File: src/rtl/instr_fetch_unit_if.sv
// rtl/instr_fetch_unit_if.sv - instruction memory and decode channels of the fetch unit
//
// Purpose: bundles the instruction-memory request/response channel and the
//          decode-side valid/ready channel of instr_fetch_unit.
// Signals:
//   imem_req_valid/imem_req_ready/imem_req_addr  request channel (fetch -> memory)
//   imem_rsp_valid/imem_rsp_data                 in-order response (memory -> fetch)
//   if_valid/if_ready/if_instr/if_pc/if_opcode   instruction channel (fetch -> decode)
// Modports: master = fetch unit side, slave = memory/decode side.

interface instr_fetch_unit_if #(
    parameter int XLEN = 32
);
    logic            imem_req_valid;
    logic            imem_req_ready;
    logic [XLEN-1:0] imem_req_addr;
    logic            imem_rsp_valid;
    logic [XLEN-1:0] imem_rsp_data;
    logic            if_valid;
    logic            if_ready;
    logic [XLEN-1:0] if_instr;
    logic [XLEN-1:0] if_pc;
    logic [6:0]      if_opcode;

    modport master (
        output imem_req_valid,
        output imem_req_addr,
        input  imem_req_ready,
        input  imem_rsp_valid,
        input  imem_rsp_data,
        output if_valid,
        output if_instr,
        output if_pc,
        output if_opcode,
        input  if_ready
    );

    modport slave (
        input  imem_req_valid,
        input  imem_req_addr,
        output imem_req_ready,
        output imem_rsp_valid,
        output imem_rsp_data,
        input  if_valid,
        input  if_instr,
        input  if_pc,
        input  if_opcode,
        output if_ready
    );
endinterface

File: src/rtl/instr_fetch_unit.sv
// rtl/instr_fetch_unit.sv - in-order instruction fetch with show-ahead buffer and redirect flush
//
// Purpose: holds the fetch PC, issues word requests to instruction memory,
//          buffers returned words with their PC and presents them to decode.
//          Branch redirects flush the buffer and drain in-flight responses.
// Ports:
//   clk             clock, rising edge
//   rst_n           synchronous active-low reset
//   bus             instr_fetch_unit_if.master (memory request/response, decode channel)
//   redirect_valid  taken branch/jump, flush
//   redirect_pc     new fetch PC (low two bits ignored)
//   perf_fetch_cnt  decode pops, saturating      (only with IFU_PERF_CNT_EN)
//   perf_flush_cnt  redirect cycles, saturating  (only with IFU_PERF_CNT_EN)
// Optional feature macro: IFU_PERF_CNT_EN
// XLEN must match the XLEN of the connected interface instance.

module instr_fetch_unit #(
    parameter int              XLEN     = 32,
    parameter logic [XLEN-1:0] RESET_PC = '0,
    parameter int              DEPTH    = 2
) (
    input  logic                   clk,
    input  logic                   rst_n,
    instr_fetch_unit_if.master     bus,
    input  logic                   redirect_valid,
    input  logic [XLEN-1:0]        redirect_pc
`ifdef IFU_PERF_CNT_EN
    ,
    output logic [31:0]            perf_fetch_cnt,
    output logic [31:0]            perf_flush_cnt
`endif
);

    localparam int AW = $clog2(DEPTH);
    localparam int CW = AW + 1;
    localparam logic [CW:0]   DEPTH_V = (CW+1)'(DEPTH);
    localparam logic [CW-1:0] FULL_V  = CW'(DEPTH);

    typedef enum logic {ST_RUN, ST_DRAIN} state_t;

    state_t          state_q, state_d;
    logic [XLEN-1:0] fetch_pc_q, fetch_pc_d;
    logic [CW-1:0]   out_q, out_d;

    logic [XLEN-1:0] fifo_data_q [DEPTH];
    logic [XLEN-1:0] fifo_pc_q   [DEPTH];
    logic [AW-1:0]   fifo_rd_q, fifo_rd_d;
    logic [AW-1:0]   fifo_wr_q, fifo_wr_d;
    logic [CW-1:0]   fifo_cnt_q, fifo_cnt_d;

    // PC of every outstanding request, oldest first
    logic [XLEN-1:0] pcq_q [DEPTH];
    logic [AW-1:0]   pcq_rd_q, pcq_rd_d;
    logic [AW-1:0]   pcq_wr_q, pcq_wr_d;

    logic            fifo_empty;
    logic            pop;
    logic            rsp_seen;
    logic            push;
    logic            req_valid;
    logic            req_fire;
    logic [CW:0]     occupancy;

    logic            unused_ok;
    assign unused_ok = ^redirect_pc[1:0];

    assign fifo_empty = (fifo_cnt_q == '0);
    // A redirect flushes the head, so a handshake in that cycle is not a pop
    assign pop        = rst_n && !fifo_empty && bus.if_ready && !redirect_valid;
    // Guard against a stray response with nothing outstanding
    assign rsp_seen   = bus.imem_rsp_valid && (out_q != '0);
    assign push       = rsp_seen && (state_q == ST_RUN) && !redirect_valid;

    // Credit counts the slot freed by a same-cycle pop so that a steady
    // stream issues one request per cycle without ever overfilling the buffer
    assign occupancy  = {1'b0, out_q} + {1'b0, fifo_cnt_q} - (CW+1)'(pop);
    assign req_valid  = rst_n && (state_q == ST_RUN) && !redirect_valid && (occupancy < DEPTH_V);
    assign req_fire   = req_valid && bus.imem_req_ready;

    assign bus.imem_req_valid = req_valid;
    assign bus.imem_req_addr  = fetch_pc_q;

    assign bus.if_valid  = rst_n && !fifo_empty;
    assign bus.if_instr  = bus.if_valid ? fifo_data_q[fifo_rd_q] : '0;
    assign bus.if_pc     = bus.if_valid ? fifo_pc_q[fifo_rd_q]   : '0;
    assign bus.if_opcode = bus.if_instr[6:0];

    always_comb begin
        state_d    = state_q;
        fetch_pc_d = fetch_pc_q;
        out_d      = out_q + CW'(req_fire) - CW'(rsp_seen);
        fifo_rd_d  = fifo_rd_q;
        fifo_wr_d  = fifo_wr_q;
        fifo_cnt_d = fifo_cnt_q;
        pcq_rd_d   = pcq_rd_q;
        pcq_wr_d   = pcq_wr_q;

        if (redirect_valid) begin
            fetch_pc_d = {redirect_pc[XLEN-1:2], 2'b00};
            state_d    = (out_d != '0) ? ST_DRAIN : ST_RUN;
            fifo_rd_d  = '0;
            fifo_wr_d  = '0;
            fifo_cnt_d = '0;
            pcq_rd_d   = '0;
            pcq_wr_d   = '0;
        end else begin
            unique case (state_q)
                ST_RUN: begin
                    if (req_fire) begin
                        fetch_pc_d = fetch_pc_q + XLEN'(4);
                        pcq_wr_d   = pcq_wr_q + AW'(1);
                    end
                end
                ST_DRAIN: begin
                    if (out_d == '0) begin
                        state_d = ST_RUN;
                    end
                end
            endcase
            if (push) begin
                fifo_wr_d = fifo_wr_q + AW'(1);
                pcq_rd_d  = pcq_rd_q + AW'(1);
            end
            if (pop) begin
                fifo_rd_d = fifo_rd_q + AW'(1);
            end
            fifo_cnt_d = fifo_cnt_q + CW'(push) - CW'(pop);
        end
    end

    always_ff @(posedge clk) begin
        if (!rst_n) begin
            state_q    <= ST_RUN;
            fetch_pc_q <= RESET_PC;
            out_q      <= '0;
            fifo_rd_q  <= '0;
            fifo_wr_q  <= '0;
            fifo_cnt_q <= '0;
            pcq_rd_q   <= '0;
            pcq_wr_q   <= '0;
        end else begin
            state_q    <= state_d;
            fetch_pc_q <= fetch_pc_d;
            out_q      <= out_d;
            fifo_rd_q  <= fifo_rd_d;
            fifo_wr_q  <= fifo_wr_d;
            fifo_cnt_q <= fifo_cnt_d;
            pcq_rd_q   <= pcq_rd_d;
            pcq_wr_q   <= pcq_wr_d;
        end
    end

    // Storage arrays need no reset: every read is qualified by a count
    always_ff @(posedge clk) begin
        if (push) begin
            fifo_data_q[fifo_wr_q] <= bus.imem_rsp_data;
            fifo_pc_q[fifo_wr_q]   <= pcq_q[pcq_rd_q];
        end
        if (req_fire) begin
            pcq_q[pcq_wr_q] <= fetch_pc_q;
        end
    end

    // The credit rule makes a push into a full buffer without a pop impossible
    assert property (@(posedge clk) disable iff (!rst_n)
        !(push && (fifo_cnt_q == FULL_V) && !pop));

`ifdef IFU_PERF_CNT_EN
    logic [31:0] perf_fetch_q;
    logic [31:0] perf_flush_q;

    always_ff @(posedge clk) begin
        if (!rst_n) begin
            perf_fetch_q <= '0;
            perf_flush_q <= '0;
        end else begin
            if (pop && (perf_fetch_q != 32'hFFFF_FFFF)) begin
                perf_fetch_q <= perf_fetch_q + 32'd1;
            end
            if (redirect_valid && (perf_flush_q != 32'hFFFF_FFFF)) begin
                perf_flush_q <= perf_flush_q + 32'd1;
            end
        end
    end

    assign perf_fetch_cnt = perf_fetch_q;
    assign perf_flush_cnt = perf_flush_q;
`endif

endmodule

File: src/flat_wrapper.sv
// flat-port wrapper written by rule: the top's interface ports become plain ports
module instr_fetch_unit_flat 
#(
    parameter int              XLEN     = 32,
    parameter logic [XLEN-1:0] RESET_PC = '0,
    parameter int              DEPTH    = 2
)
  (clk, rst_n, redirect_valid, redirect_pc, bus_imem_req_valid, bus_imem_req_addr, bus_imem_req_ready, bus_imem_rsp_valid, bus_imem_rsp_data, bus_if_valid, bus_if_instr, bus_if_pc, bus_if_opcode, bus_if_ready);
  instr_fetch_unit_if #(.XLEN(XLEN)) bus_i ();
  input  logic clk;
  input  logic rst_n;
  input  logic redirect_valid;
  input  logic [XLEN-1:0] redirect_pc;
  output wire logic [$bits(bus_i.imem_req_valid)-1:0] bus_imem_req_valid;
  output wire logic [$bits(bus_i.imem_req_addr)-1:0] bus_imem_req_addr;
  input wire logic [$bits(bus_i.imem_req_ready)-1:0] bus_imem_req_ready;
  input wire logic [$bits(bus_i.imem_rsp_valid)-1:0] bus_imem_rsp_valid;
  input wire logic [$bits(bus_i.imem_rsp_data)-1:0] bus_imem_rsp_data;
  output wire logic [$bits(bus_i.if_valid)-1:0] bus_if_valid;
  output wire logic [$bits(bus_i.if_instr)-1:0] bus_if_instr;
  output wire logic [$bits(bus_i.if_pc)-1:0] bus_if_pc;
  output wire logic [$bits(bus_i.if_opcode)-1:0] bus_if_opcode;
  input wire logic [$bits(bus_i.if_ready)-1:0] bus_if_ready;
  assign bus_imem_req_valid = bus_i.imem_req_valid;
  assign bus_imem_req_addr = bus_i.imem_req_addr;
  assign bus_i.imem_req_ready = bus_imem_req_ready;
  assign bus_i.imem_rsp_valid = bus_imem_rsp_valid;
  assign bus_i.imem_rsp_data = bus_imem_rsp_data;
  assign bus_if_valid = bus_i.if_valid;
  assign bus_if_instr = bus_i.if_instr;
  assign bus_if_pc = bus_i.if_pc;
  assign bus_if_opcode = bus_i.if_opcode;
  assign bus_i.if_ready = bus_if_ready;
  instr_fetch_unit #(.XLEN(XLEN), .RESET_PC(RESET_PC), .DEPTH(DEPTH)) u_core (.clk(clk), .rst_n(rst_n), .bus(bus_i), .redirect_valid(redirect_valid), .redirect_pc(redirect_pc));
endmodule
File: config.mk
export PLATFORM = sky130hd
export DESIGN_NAME = instr_fetch_unit_flat
export DESIGN_NICKNAME = d
export VERILOG_FILES = /design/src/rtl/instr_fetch_unit_if.sv /design/src/rtl/instr_fetch_unit.sv /design/src/flat_wrapper.sv
export SDC_FILE = /design/constraint.sdc
export NUM_CORES = 1
export LEC_CHECK = 0
export BUFFER_PORTS_ARGS = -buffer_cell sky130_fd_sc_hd__buf_2
export CAP_MARGIN = 0
export CELL_PAD_IN_SITES_DETAIL_PLACEMENT = 0
export CELL_PAD_IN_SITES_GLOBAL_PLACEMENT = 2
export CORE_MARGIN = 4
export CORE_UTILIZATION = 30
export CTS_CLUSTER_DIAMETER = 120
export DETAILED_ROUTE_END_ITERATION = 16
export PLACE_DENSITY_LB_ADDON = 0.1
export SYNTH_ARGS = -nofsm -noshare
export SYNTH_HDL_FRONTEND = slang
export SYNTH_SLANG_ARGS = --single-unit
File: constraint.sdc
create_clock -name clk -period 8 [get_ports clk]
set_input_delay 1.6 -clock clk [delete_from_list [all_inputs] [get_ports clk]]
set_output_delay 1.6 -clock clk [all_outputs]
set_load 0.005 [all_outputs]
==> results.env <==
SWITCHING_SHARE=0.230
POST_SYNTH.CELL_AREA_AVG_UM2=14.0
ANTENNADIODECOUNT=0
MAXCLOCKFREQUENCY_GHz=0.185
ASYNC_FLOP_SHARE=0
NUMBER_OF_REGISTER_BITS_INFERRED_BY_SYNTHESIS=225
SYNTHESIS.INSTANCES=661
DIE_HEIGHT_UM=184
PERIOD_SHARE=0.675
CLOCK_TREE_FROM_TRITONCTS='done'
CRITICAL_PATH.MAX_FANOUT=19
POWER_FRAC_COMB=0.089
DR.FIRST_ITER.DRC_COUNT=300
WORST-ENDPOINT-ARRIVAL_NS=3.80
FIRST_GLOBAL_VIAS=5818
NUMCLOCKSINKS=225
POWER.LEAKAGE_uW=0.00409
AREA_GROWTH_PCT=22.3
CRITPATHCAPTURETYPE='output port'
CLOCK_TREE.BUFFER_DEPTH=3
GRT_ANTENNA_BEFORE_REPAIR=0
POST_DRT_WL_PER_CELL_UM=18.2
HOLD_PATH_CLASS='flop to flop'
GRT-BUSIEST-LAYER='met2'
PLACED_AREA_UM2=10500
CLOCKPOWERSHARE=0.403
IOS=175
SYNTHESIS.YOSYS.WARNINGS=0
SYNTH.LIB_CELLS_USED.DISTINCT=58
INSERTION_DELAY_NS=0.51
DIE_W_UM=184
HTREE_LEVELS=1
HOLDBUFCOUNTCTS=0
GLOBAL_ROUTE_OVERFLOW=0
YOSYSSEQAREASHARE=0.687
MET1_TRACK_DEMAND_OVER_RESOURCE_IN_GLOBAL_ROUTING=0.181
CLK_PIN_SLEW_WORST_PATHS_NS=0.06
POWER_SWITCHING_uW=640
CTSRESIZECOUNT=0
POST_DETAIL_PLACE_HPWL_MM=15.1
MULTI_INPUT_AREA_UM2=2680
FILL_CELLS=3002
SETUP_VIOL_COUNT_FINAL=0
FF_LATCH_AREA_UM2=6350
GP_ROUTABILITY_CONGESTION=0.735
AVGVIACOUNTPERCELL=4.63
FINALSETUPTNS_NS=0
POST-ROUTE-DRC-COUNT=0
ANT_NETS=0
FINALCRITICALPERIOD_NS=5.40
FP.DIEAREA_UM2=33700
CP.REQUIRED_NS=6.40
GLOBAL_ROUTE.USAGE.MET2=0.212
DRV_CAP=0
START_UTIL=0.303
FINAL_NET_COUNT=901
MAX-SLEW-MARGIN-REL=0.362
WORST-SETUP-PATH-TYPE='input pin to output port'
DRT-TOTAL-WL_MM=22.6
VDD_IR_DROP_MAX_uV=146
RSZ0062_AT_GRT='false'
SYNTH-EDFF-COUNT=184
WIRE_LENGTH_OF_THE_FIRST_GLOBAL_ROUTING_PASS_MM=34.5
FLOORPLAN.CORE_AREA_UM2=30500
GLOBALROUTETOTALUTIL=0.130
TIMING_WORST_SLEW_PIN_VALUE_NS=0.958
POSTCTSSETUPREPAIRBUFS=0
DRT_PRE_ANTENNA_ITERS=4
POST_ROUTE_SKEW_NS=0.0120
PLACEMENT.IO_BUFFERS=168
FLOORPLAN.ROWS=64
TIMING.FINAL.MAX_SLEW_VIOLATIONS=0
MAXIMUM_NUMBER_OF_PINS_ON_ONE_NET_BEFORE_GLOBAL_ROUTE_REPAIR=64
LAYOUT.CELLS.MOST_COMMON='sky130_fd_sc_hd__edfxtp_1'
FINAL_CELL_MIX='sky130_fd_sc_hd__edfxtp_1 (184), sky130_fd_sc_hd__buf_2 (168), sky130_fd_sc_hd__nor2_1 (86)'
RUN_STATUS='finished, final reports clean'
LAYOUT-DRIVE-GT1-SHARE=0.321
CTS_ROOT_BUF='sky130_fd_sc_hd__clkbuf_16'
P_INT_uW=2140
NUM_VIAS=5738
FINALHOLDVIOLCOUNT=0
TRITONCTS.NUM_BUFFERS=25
YOSYS_MOST_USED_DFF='sky130_fd_sc_hd__edfxtp_1'
GRTUSAGEMET3=0.0249
START_KIND='input pin'
P_PER_AREA_nW_PER_UM2=246
NETLIST_AREA_UM2=9240
FINAL_CELL_AREA_UM2=11300
P_SEQ_FRAC=0.509
sequential cells by signal (all words and copies together) (netlist names), 2 cells and up, named ones only:
signal,count
u_core.bus.imem_req_addr,30
u_core.fifo_cnt_q,2
u_core.pcq_q,60
u_core.out_q,2
u_core.fifo_data_q,64
u_core.fifo_pc_q,60
Yosys cell counts, drive strengths merged (10+ instances only):
library cell / instances / area (um^2)
clkbuf: 24 / 91.3
inv: 12 / 45.0
nor3: 14 / 70.1
mux2i: 64 / 641
nand2: 35 / 131
nor2: 87 / 327
a21oi: 19 / 95.1
dfxtp: 41 / 821
xnor2: 13 / 114
nor4: 10 / 90.1
edfxtp: 184 / 5530
mux2: 35 / 394
o21ai: 16 / 80.1
buf: 18 / 120
and3: 10 / 62.6
nand3: 17 / 115
worst paths after layout:
path | from | to | slack [ns] | depth (start not counted)
max | rst_n | bus_imem_req_valid | 2.60 | 10
min | u_core.fifo_rd_q | u_core.fifo_rd_q | 0.51 | 2
max reg2reg | u_core.fifo_cnt_q[1] | u_core.pcq_q[1][2] | 4.03 | 8
min reg2reg | u_core.fifo_rd_q | u_core.fifo_rd_q | 0.51 | 2
power groups by stage:
stage / sequential, uW / combinational [uW] / clock (uW)
after floorplan: 1430 / 163 / 0
after global placement: 1440 / 248 / 0
after detailed placement: 1440 / 251 / 0
final: 1410 / 246 / 1120
after CTS: 1420 / 253 / 1170
after global routing: 1420 / 280 / 1220
final cells by class:
type	count	share of cell area
multi-input cells	385	0.237
inverters	12	0.00399
clock inverters	14	0.0120
flip-flops and latches	225	0.562
repair buffers	176	0.0797
clock buffers	32	0.0612
well taps	396	0.0438
metrics by stage:
stage | hold slack [ns] | setup WS [ns] | instances | total power [uW] | util
final | 0.507 | 2.60 | 1240 | 2780 | 0.370
after global routing | 0.557 | 2.30 | 1240 | 2920 | 0.370
after CTS | 0.516 | 2.58 | 1240 | 2840 | 0.370
after detailed placement | 0.497 | 2.09 | 1194 | 1690 | 0.343
after global placement | 0.490 | 2.18 | 1194 | 1680 | 0.343
after floorplan | 0.472 | 2.09 | 664 | 1590 | -
logic make-up (layout without fill, tap and decap cells):
family / after synthesis / in the layout / share of synthesized area
flops: 225 / 225 / 0.687
other cells: 1 / 4 / 0.000406
compound gates: 57 / 57 / 0.0386
simple gates: 201 / 201 / 0.109
xor+xnor: 18 / 18 / 0.0171
mux: 99 / 99 / 0.112
fa+ha+maj: 6 / 6 / 0.00893
buf+inv: 54 / 234 / 0.0277
critical path: stages:
cell                       delay, ns
sky130_fd_sc_hd__buf_2          0.37
sky130_fd_sc_hd__inv_1          0.10
sky130_fd_sc_hd__nor2_1         0.27
sky130_fd_sc_hd__nand2_1        0.15
sky130_fd_sc_hd__xnor2_1        0.15
sky130_fd_sc_hd__nand2_1        0.08
sky130_fd_sc_hd__fa_1           0.48
sky130_fd_sc_hd__and4bb_2       0.29
sky130_fd_sc_hd__and2_1         0.17
sky130_fd_sc_hd__buf_2          0.13
metal layers:
layer / up-vias / share of wire / wire, um
met5: - / 0 / 0
met4: 0 / 0.019 / 432
met3: 34 / 0.066 / 1490
met2: 187 / 0.46 / 10300
met1: 2748 / 0.46 / 10400
li1: 2769 / - / -
(Power assumes the default switching activity.)
